[config.mk]
export PLATFORM = sky130hd
export DESIGN_NAME = spram_arbiter
export DESIGN_NICKNAME = d
export VERILOG_FILES = /design/src/rtl/spram_arbiter.sv
export SDC_FILE = /design/constraint.sdc
export NUM_CORES = 1
export LEC_CHECK = 0
export ABC_CLOCK_PERIOD_IN_PS = 1500
export BUFFER_PORTS_ARGS = -buffer_cell sky130_fd_sc_hd__buf_4
export CORE_UTILIZATION = 37
export CTS_CLUSTER_DIAMETER = 60
export DETAILED_ROUTE_END_ITERATION = 10
export PLACE_DENSITY = 0.72
export SYNTH_ARGS = -nofsm -noshare
export SYNTH_HDL_FRONTEND = slang
export SYNTH_SLANG_ARGS = --single-unit
[constraint.sdc]
create_clock -name clk -period 1.5 [get_ports clk]
set_input_delay 0.075 -clock clk [delete_from_list [all_inputs] [get_ports clk]]
set_output_delay 0.075 -clock clk [all_outputs]
set_load 0.03 [all_outputs]
[src/rtl/spram_arbiter.sv]
// spram_arbiter: shares one single-port RAM between a pixel write stream and a display read stream.
// Reads win contention until MAX_RD_RUN reads have starved a pending write; then one write goes through.
module spram_arbiter #(
   parameter int DEPTH      = 30000,
   parameter int RD_LAT     = 1,
   parameter int MAX_RD_RUN = 8
) (
   input  logic        clk,
   input  logic        rst,
   input  logic        wr_valid,
   input  logic [14:0] wr_addr,
   input  logic [11:0] wr_data,
   output logic        wr_ready,
   input  logic        rd_valid,
   input  logic [14:0] rd_addr,
   output logic        rd_ready,
   output logic        rd_data_valid,
   output logic [11:0] rd_data,
   output logic [14:0] spram_addr,
   output logic [11:0] spram_wr_data,
   output logic        spram_wre,
   input  logic [11:0] spram_rd_data,
   output logic        addr_err
);

   typedef enum logic {RD_PRI = 1'b0, WR_PRI = 1'b1} state_t;

   localparam logic [15:0] DEPTH_W = 16'(DEPTH);
   localparam logic [7:0]  MAX_W   = 8'(MAX_RD_RUN);

   state_t          state_q, state_d;
   logic [7:0]      run_cnt_q, run_cnt_d;
   logic [RD_LAT:0] rd_pipe_q, rd_pipe_d;
   logic [14:0]     spram_addr_q, spram_addr_d;
   logic [11:0]     spram_wr_data_q, spram_wr_data_d;
   logic            spram_wre_q, spram_wre_d;
   logic [11:0]     rd_data_q, rd_data_d;
   logic            rd_data_valid_q, rd_data_valid_d;
   logic            addr_err_q, addr_err_d;

   logic wr_go, rd_go, wr_in_rng, rd_in_rng;

   // Exactly one port is ready under contention; the loser is chosen by state alone.
   assign rd_ready  = !rst && !(wr_valid && (state_q == WR_PRI));
   assign wr_ready  = !rst && !(rd_valid && (state_q == RD_PRI));
   assign wr_go     = wr_valid && wr_ready;
   assign rd_go     = rd_valid && rd_ready;
   assign wr_in_rng = {1'b0, wr_addr} < DEPTH_W;
   assign rd_in_rng = {1'b0, rd_addr} < DEPTH_W;

   always_ff @(posedge clk) begin
      if (rst) begin
         state_q   <= RD_PRI;
         run_cnt_q <= 8'd0;
      end else begin
         state_q   <= state_d;
         run_cnt_q <= run_cnt_d;
      end
   end

   always_comb begin
      state_d   = state_q;
      run_cnt_d = run_cnt_q;
      if (wr_go) begin
         run_cnt_d = 8'd0;
         state_d   = RD_PRI;
      end else if (!wr_valid) begin
         run_cnt_d = 8'd0;
      end else if (rd_go) begin
         run_cnt_d = run_cnt_q + 8'd1;
         if (run_cnt_q + 8'd1 == MAX_W) state_d = WR_PRI;
      end
   end

   always_comb begin
      spram_addr_d    = spram_addr_q;
      spram_wr_data_d = spram_wr_data_q;
      spram_wre_d     = 1'b0;
      addr_err_d      = addr_err_q;
      if (wr_go) begin
         if (wr_in_rng) begin
            spram_addr_d    = wr_addr;
            spram_wr_data_d = wr_data;
            spram_wre_d     = 1'b1;
         end else begin
            addr_err_d = 1'b1;
         end
      end else if (rd_go) begin
         if (rd_in_rng) spram_addr_d = rd_addr;
         else           addr_err_d   = 1'b1;
      end
   end

   // Out-of-range reads never enter the pipe, so they produce no return pulse.
   always_comb begin
      rd_pipe_d       = {rd_pipe_q[RD_LAT-1:0], rd_go && rd_in_rng};
      rd_data_valid_d = rd_pipe_q[RD_LAT];
      rd_data_d       = rd_pipe_q[RD_LAT] ? spram_rd_data : rd_data_q;
   end

   always_ff @(posedge clk) begin
      if (rst) begin
         rd_pipe_q       <= '0;
         spram_addr_q    <= 15'd0;
         spram_wr_data_q <= 12'd0;
         spram_wre_q     <= 1'b0;
         rd_data_q       <= 12'd0;
         rd_data_valid_q <= 1'b0;
         addr_err_q      <= 1'b0;
      end else begin
         rd_pipe_q       <= rd_pipe_d;
         spram_addr_q    <= spram_addr_d;
         spram_wr_data_q <= spram_wr_data_d;
         spram_wre_q     <= spram_wre_d;
         rd_data_q       <= rd_data_d;
         rd_data_valid_q <= rd_data_valid_d;
         addr_err_q      <= addr_err_d;
      end
   end

   assign spram_addr    = spram_addr_q;
   assign spram_wr_data = spram_wr_data_q;
   assign spram_wre     = spram_wre_q;
   assign rd_data       = rd_data_q;
   assign rd_data_valid = rd_data_valid_q;
   assign addr_err      = addr_err_q;

endmodule

Yosys cells after proc, flatten, opt, wreduce, memory -nomap -nowiden
Cells that the tools add are included. W data, S select, Z words.

Add/subtract/negate cells: 1. Equality and inequality tests: 4. Bitwise logic cells: 3. Order comparisons: 2. Muxes and demuxes: 9. Reduce and logical (&&, ||, !) cells: 19.

Operators by type and width (number): $mux W15 (4); $lt A15 B15 Y1 const B (2); $reduce_and A3 Y1 (3); $add A8 B1 Y8 const B (1); $eq A8 B4 Y1 const B (1); $logic_and A1 B1 Y1 (7); $mux W1 (5); $ne A2 B2 Y1 const B (2); $reduce_bool A2 Y1 (2); $reduce_or A2 Y1 (2); $logic_not A1 Y1 (3); $not A1 Y1 (3); $reduce_or A3 Y1 (1); $ne A2 B1 Y1 const B (1); $reduce_and A2 Y1 (1).

Input port bits: 58. Word-level logic and storage cells: 47. Output and inout bits: 44. Flip-flop bits (word level): 53.

Longest topological paths before layout
Depth in word-level cells: 7. Mapped depth: 6. Gate-level depth less buffers: 5.

Worst setup path after synthesis
OpenSTA, ideal clock, no wires.

Path type: register -> register. Start point: register state_q. End point: register spram_addr_q[5], in the netlist spram_addr[5]. Setup slack: 70 ps. Library setup time: 127 ps. Stages on the path, launching flop included: 6. Required time: 1373 ps. Period minus slack after synthesis: 1430 ps. Path buffers: 1. Arrival: 1302 ps. Cell sequence: dfxtp_1 -> and2b_1 -> a211o_2 -> clkbuf_8 -> a21oi_1 -> a211oi_2.

Cells in the longest elaborated chain, start to end: 7. Elaborated cells on any way between the ends: 14. Classes of those cells: eq/ne: 1; mux: 1; bitwise: 1; reduce/logical: 11.

Ends and longest elaborated chain: from (decl) (line 31) `state_t state_q, state_d;`; from (signal assigned) (line 56) `state_q <= state_d;`; $not A1 Y1 (line 45) `assign wr_ready = !rst && !(rd_valid && (state_q == RD_PRI));`; $logic_and A1 B1 Y1 (line 45); $logic_not A1 Y1 (line 45); $logic_and A1 B1 Y1 (line 45); $logic_and A1 B1 Y1 (line 46) `assign wr_go = wr_valid && wr_ready;`; $ne A2 B1 Y1 (no source line) or $reduce_bool A2 Y1 (tied branches); $reduce_and A3 Y1 (no source line); to (signal assigned) (line 112) `spram_addr_q <= spram_addr_d;`; to (decl) (line 34) `logic [14:0] spram_addr_q, spram_addr_d;`.

Several ways; a longest one is shown, not always the timed one. A chain may end at the register's enable or synchronous reset.

Worst setup path after layout
Start point: register state_q. End point: register spram_addr_q[2], in the netlist spram_addr[2].

Same word-level chain as after synthesis.

==> reports/metrics.cfg <==
[status]
outcome=completed

[finish]
nNetsFinal=465
areaGrowthSynthToFinish_pct=43.1
antenna_cells=0
layout-drive-gt1-share=0.388
nFillCells=657
post-route-cell-area_sq_um=3780

[min_path]
hold_class=in2reg

[detailed_routing]
totalWireLength_um=7840
routedWlPerCell_um=15.6
drc_errors=0
ant_nets=0
drt_pass1_iterations=4
drtIter0Drc=260
num_vias=2683
vias_per_cell=5.33

[worst_setup_path]
cp_cell_sequence=a21o_4, inv_2, and3_1, buf_4, a211oi_1, a211oi_2
timing.rr.end=spram_addr[2]
critPathBufInv=2
cp.arrival_ps=1630
slowest_stage=dfxtp_2
crit_type=reg2reg
critPathMaxFanout=6
cp-start-kind=register
cp_data_required_time_ps=1700
crit_family=compound AO/OA/AOI/OAI gates
worst-path-stages=6
slowest_delay_ps=360
rr_worst_depth=6
crit_path_start=state_q
cp-end-kind=register
worstSetupEndpoint=spram_addr[2]
rrSetupSlack_ps=70
reg2reg_from=state_q

[global_route]
grt_usage=0.208
grt_overflow=0
antenna_found_initial=0
grtUsageMet3=0.0286
first_global_vias=2505
busiest_layer=met2
grt_max_degree=28
grt_pass1_wl_um=12100
grt_use_met2=0.358
grt_use_met1=0.268

[synthesis]
yosys_warnings=0
syn_area_sq_um=2640
synth_nets=347
synth-edff-count=0
synth_top_area_cell=dfxtp_1
ys.flop_type=dfxtp_1
ys_types=49
netlist_instances=288
seq_area_frac_synth=0.402
ys_ff_latch=53
synth_area_per_cell_sq_um=9.17
synth_area_leaders=dfxtp_1 40%, a21oi_1 5.5%, mux2i_1 4.5%
async_flop_share=0
synth_top_area_share=0.402

[placement]
port_buffers=101
dp_hpwl_um=5650
place_ws_ps=-121
gp_congestion=0.891
placed_cell_area_sq_um=3510

[pwr]
switching_share=0.309
switchingPower_mw=0.976
p_seq_frac=0.484
p_per_area_nw_per_um2=835
p_leak_nw=1.57
pwr-share-comb=0.250
peakVddDrop_v=0.000453
clkPwrFrac=0.266
power.internal_mw=2.18

[floorplan]
dieArea_sq_um=7480
start_util=0.387
dieWidth_um=86.5
num_io_pins=102
rows=30
fp.coreArea_sq_um=6830
die_h_um=86.5

[clocking]
cts.clk_slew.worst_paths_ps=100
cts_buffers=5
cts_tree=built
insertion_delay_ps=310
ctsHtreeMaxLevel=2
cts_root_buffer=clkbuf_8
cts_sinks=53
clock_path_buffers=2

[sta]
relSlewSlack=0.592
worst_pin_slew_ps=609
setup-violations-final=0
setup_tns_ps=0
max_freq_mhz=697
fin_hold_ws_ps=2.19
hold_violations=0
maxSlewViolCount=0
skew_ps=4.35
min_period_ps=1430
fin_ws_ps=65.2
fin_crit_sh=0.957

[job]
cap_violations=0

-- routing by layer --
layer / routed length, um / up-vias
met4: 156 / 0
met5: 0 / -
met3: 464 / 12
li1: - / 1297
met2: 3890 / 94
met1: 3330 / 1280
-- power groups by stage --
stage | clock network [mW] | logic (mW) | registers, mW
finish | 0.840 | 0.790 | 1.53
detailed placement | 0 | 0.737 | 1.56
CTS | 0.863 | 0.759 | 1.53
floorplan | 0 | 0.287 | 1.68
global route | 0.927 | 0.840 | 1.54
global placement | 0 | 0.727 | 1.56
-- cell families after synthesis --
| kind of cell | after synthesis | synth area share |
|---|---|---|
| flops | 53 | 0.402 |
| buf+inv | 36 | 0.0891 |
| mux | 12 | 0.0455 |
| fa+ha+maj | 1 | 0.00474 |
| xor+xnor | 7 | 0.0232 |
| compound gates | 93 | 0.261 |
| simple gates | 86 | 0.174 |
-- per-stage QoR --
stage                     power [mW]  utilization  std cells
after global placement          2.28        0.514        485
after CTS                       3.15        0.541        500
after global routing            3.30        0.553        503
final                           3.16        0.553        503
after detailed placement        2.30        0.514        485
after floorplan                 1.97            -        288
-- worst min-delay path by stage --
stage                                 from         end  slack (ps)  cells after the start
final                     spram_rd_data[6]  rd_data[6]           2                      3
after global routing      spram_rd_data[6]  rd_data[6]           4                      3
after CTS                 spram_rd_data[6]  rd_data[6]           4                      3
after detailed placement  spram_rd_data[5]  rd_data[5]         320                      3
after global placement    spram_rd_data[0]  rd_data[0]         310                      3
after floorplan           spram_rd_data[0]  rd_data[0]         220                      2
-- worst min-delay path: cells and delay by family --
| kind | cells | cell delay, ps |
|---|---|---|
| buffers and inverters | 1 | 80 |
| muxes | 1 | 50 |
| and+or+nand+nor | 1 | 70 |
-- flip-flops by register name (all words and copies together), names as in the netlist --
register,count
spram_addr,15
rd_pipe_q,2
addr_err,1
spram_wr_data,12
state_q,1
run_cnt_q,8
rd_data,12
rd_data_valid,1
spram_wre,1
-- cell usage after synthesis (2+ instances only) --
| cell type | instances |
|---|---|
| buf_2 | 6 |
| nor2_1 | 32 |
| mux2i_1 | 12 |
| a311o_1 | 8 |
| a211oi_2 | 6 |
| nand4_1 | 2 |
| inv_1 | 13 |
| xor2_1 | 6 |
| nor4b_1 | 10 |
| buf_6 | 5 |
| a31oi_1 | 3 |
| nand2_1 | 6 |
| buf_1 | 2 |
| a21oi_1 | 29 |
| o221ai_1 | 3 |
| and3_1 | 4 |
| dfxtp_1 | 53 |
| a211oi_1 | 12 |
| nand2b_1 | 3 |
| o2111ai_2 | 2 |
| nor2b_1 | 2 |
| clkbuf_1 | 2 |
| a211o_1 | 2 |
| nand3_1 | 18 |
| or2_1 | 2 |
| and2b_1 | 2 |
| a311oi_1 | 4 |
| o21ai_0 | 14 |
| clkbuf_8 | 5 |
-- cell type report --
type,count,area (sq um),area share
multi-input combinational,200,1400,0.370
sequential,53,1060,0.281
timing repair buffer,132,1050,0.278
tap,96,120,0.0318
clock buffer,5,68.8,0.0182
inverter,14,52.6,0.0139
clock inverter,3,26.3,0.00695
-- cell usage in the layout, fill, tap and decap left out, types with 7 or more instances in the layout --
master / count
nor2_1: 32
dlygate4sd3_1: 7
a211oi_2: 7
dfxtp_1: 52
inv_1: 13
o21ai_0: 13
buf_4: 121
mux2i_1: 12
a21oi_1: 27
nand3_1: 18
a211oi_1: 11
nor4b_1: 10
a311o_1: 8
-- repair_timing --
item                                    in CTS  in global routing
buffers inserted                             0                  2
resized for setup                            3                 10
pin swaps                                    1                  3
hold endpoints to repair                     7                  0
cloned                                       0                  1
endpoints found under the setup margin      19                 24
hold buffers                                 7                  0
Power figures use the tool's default switching activity.
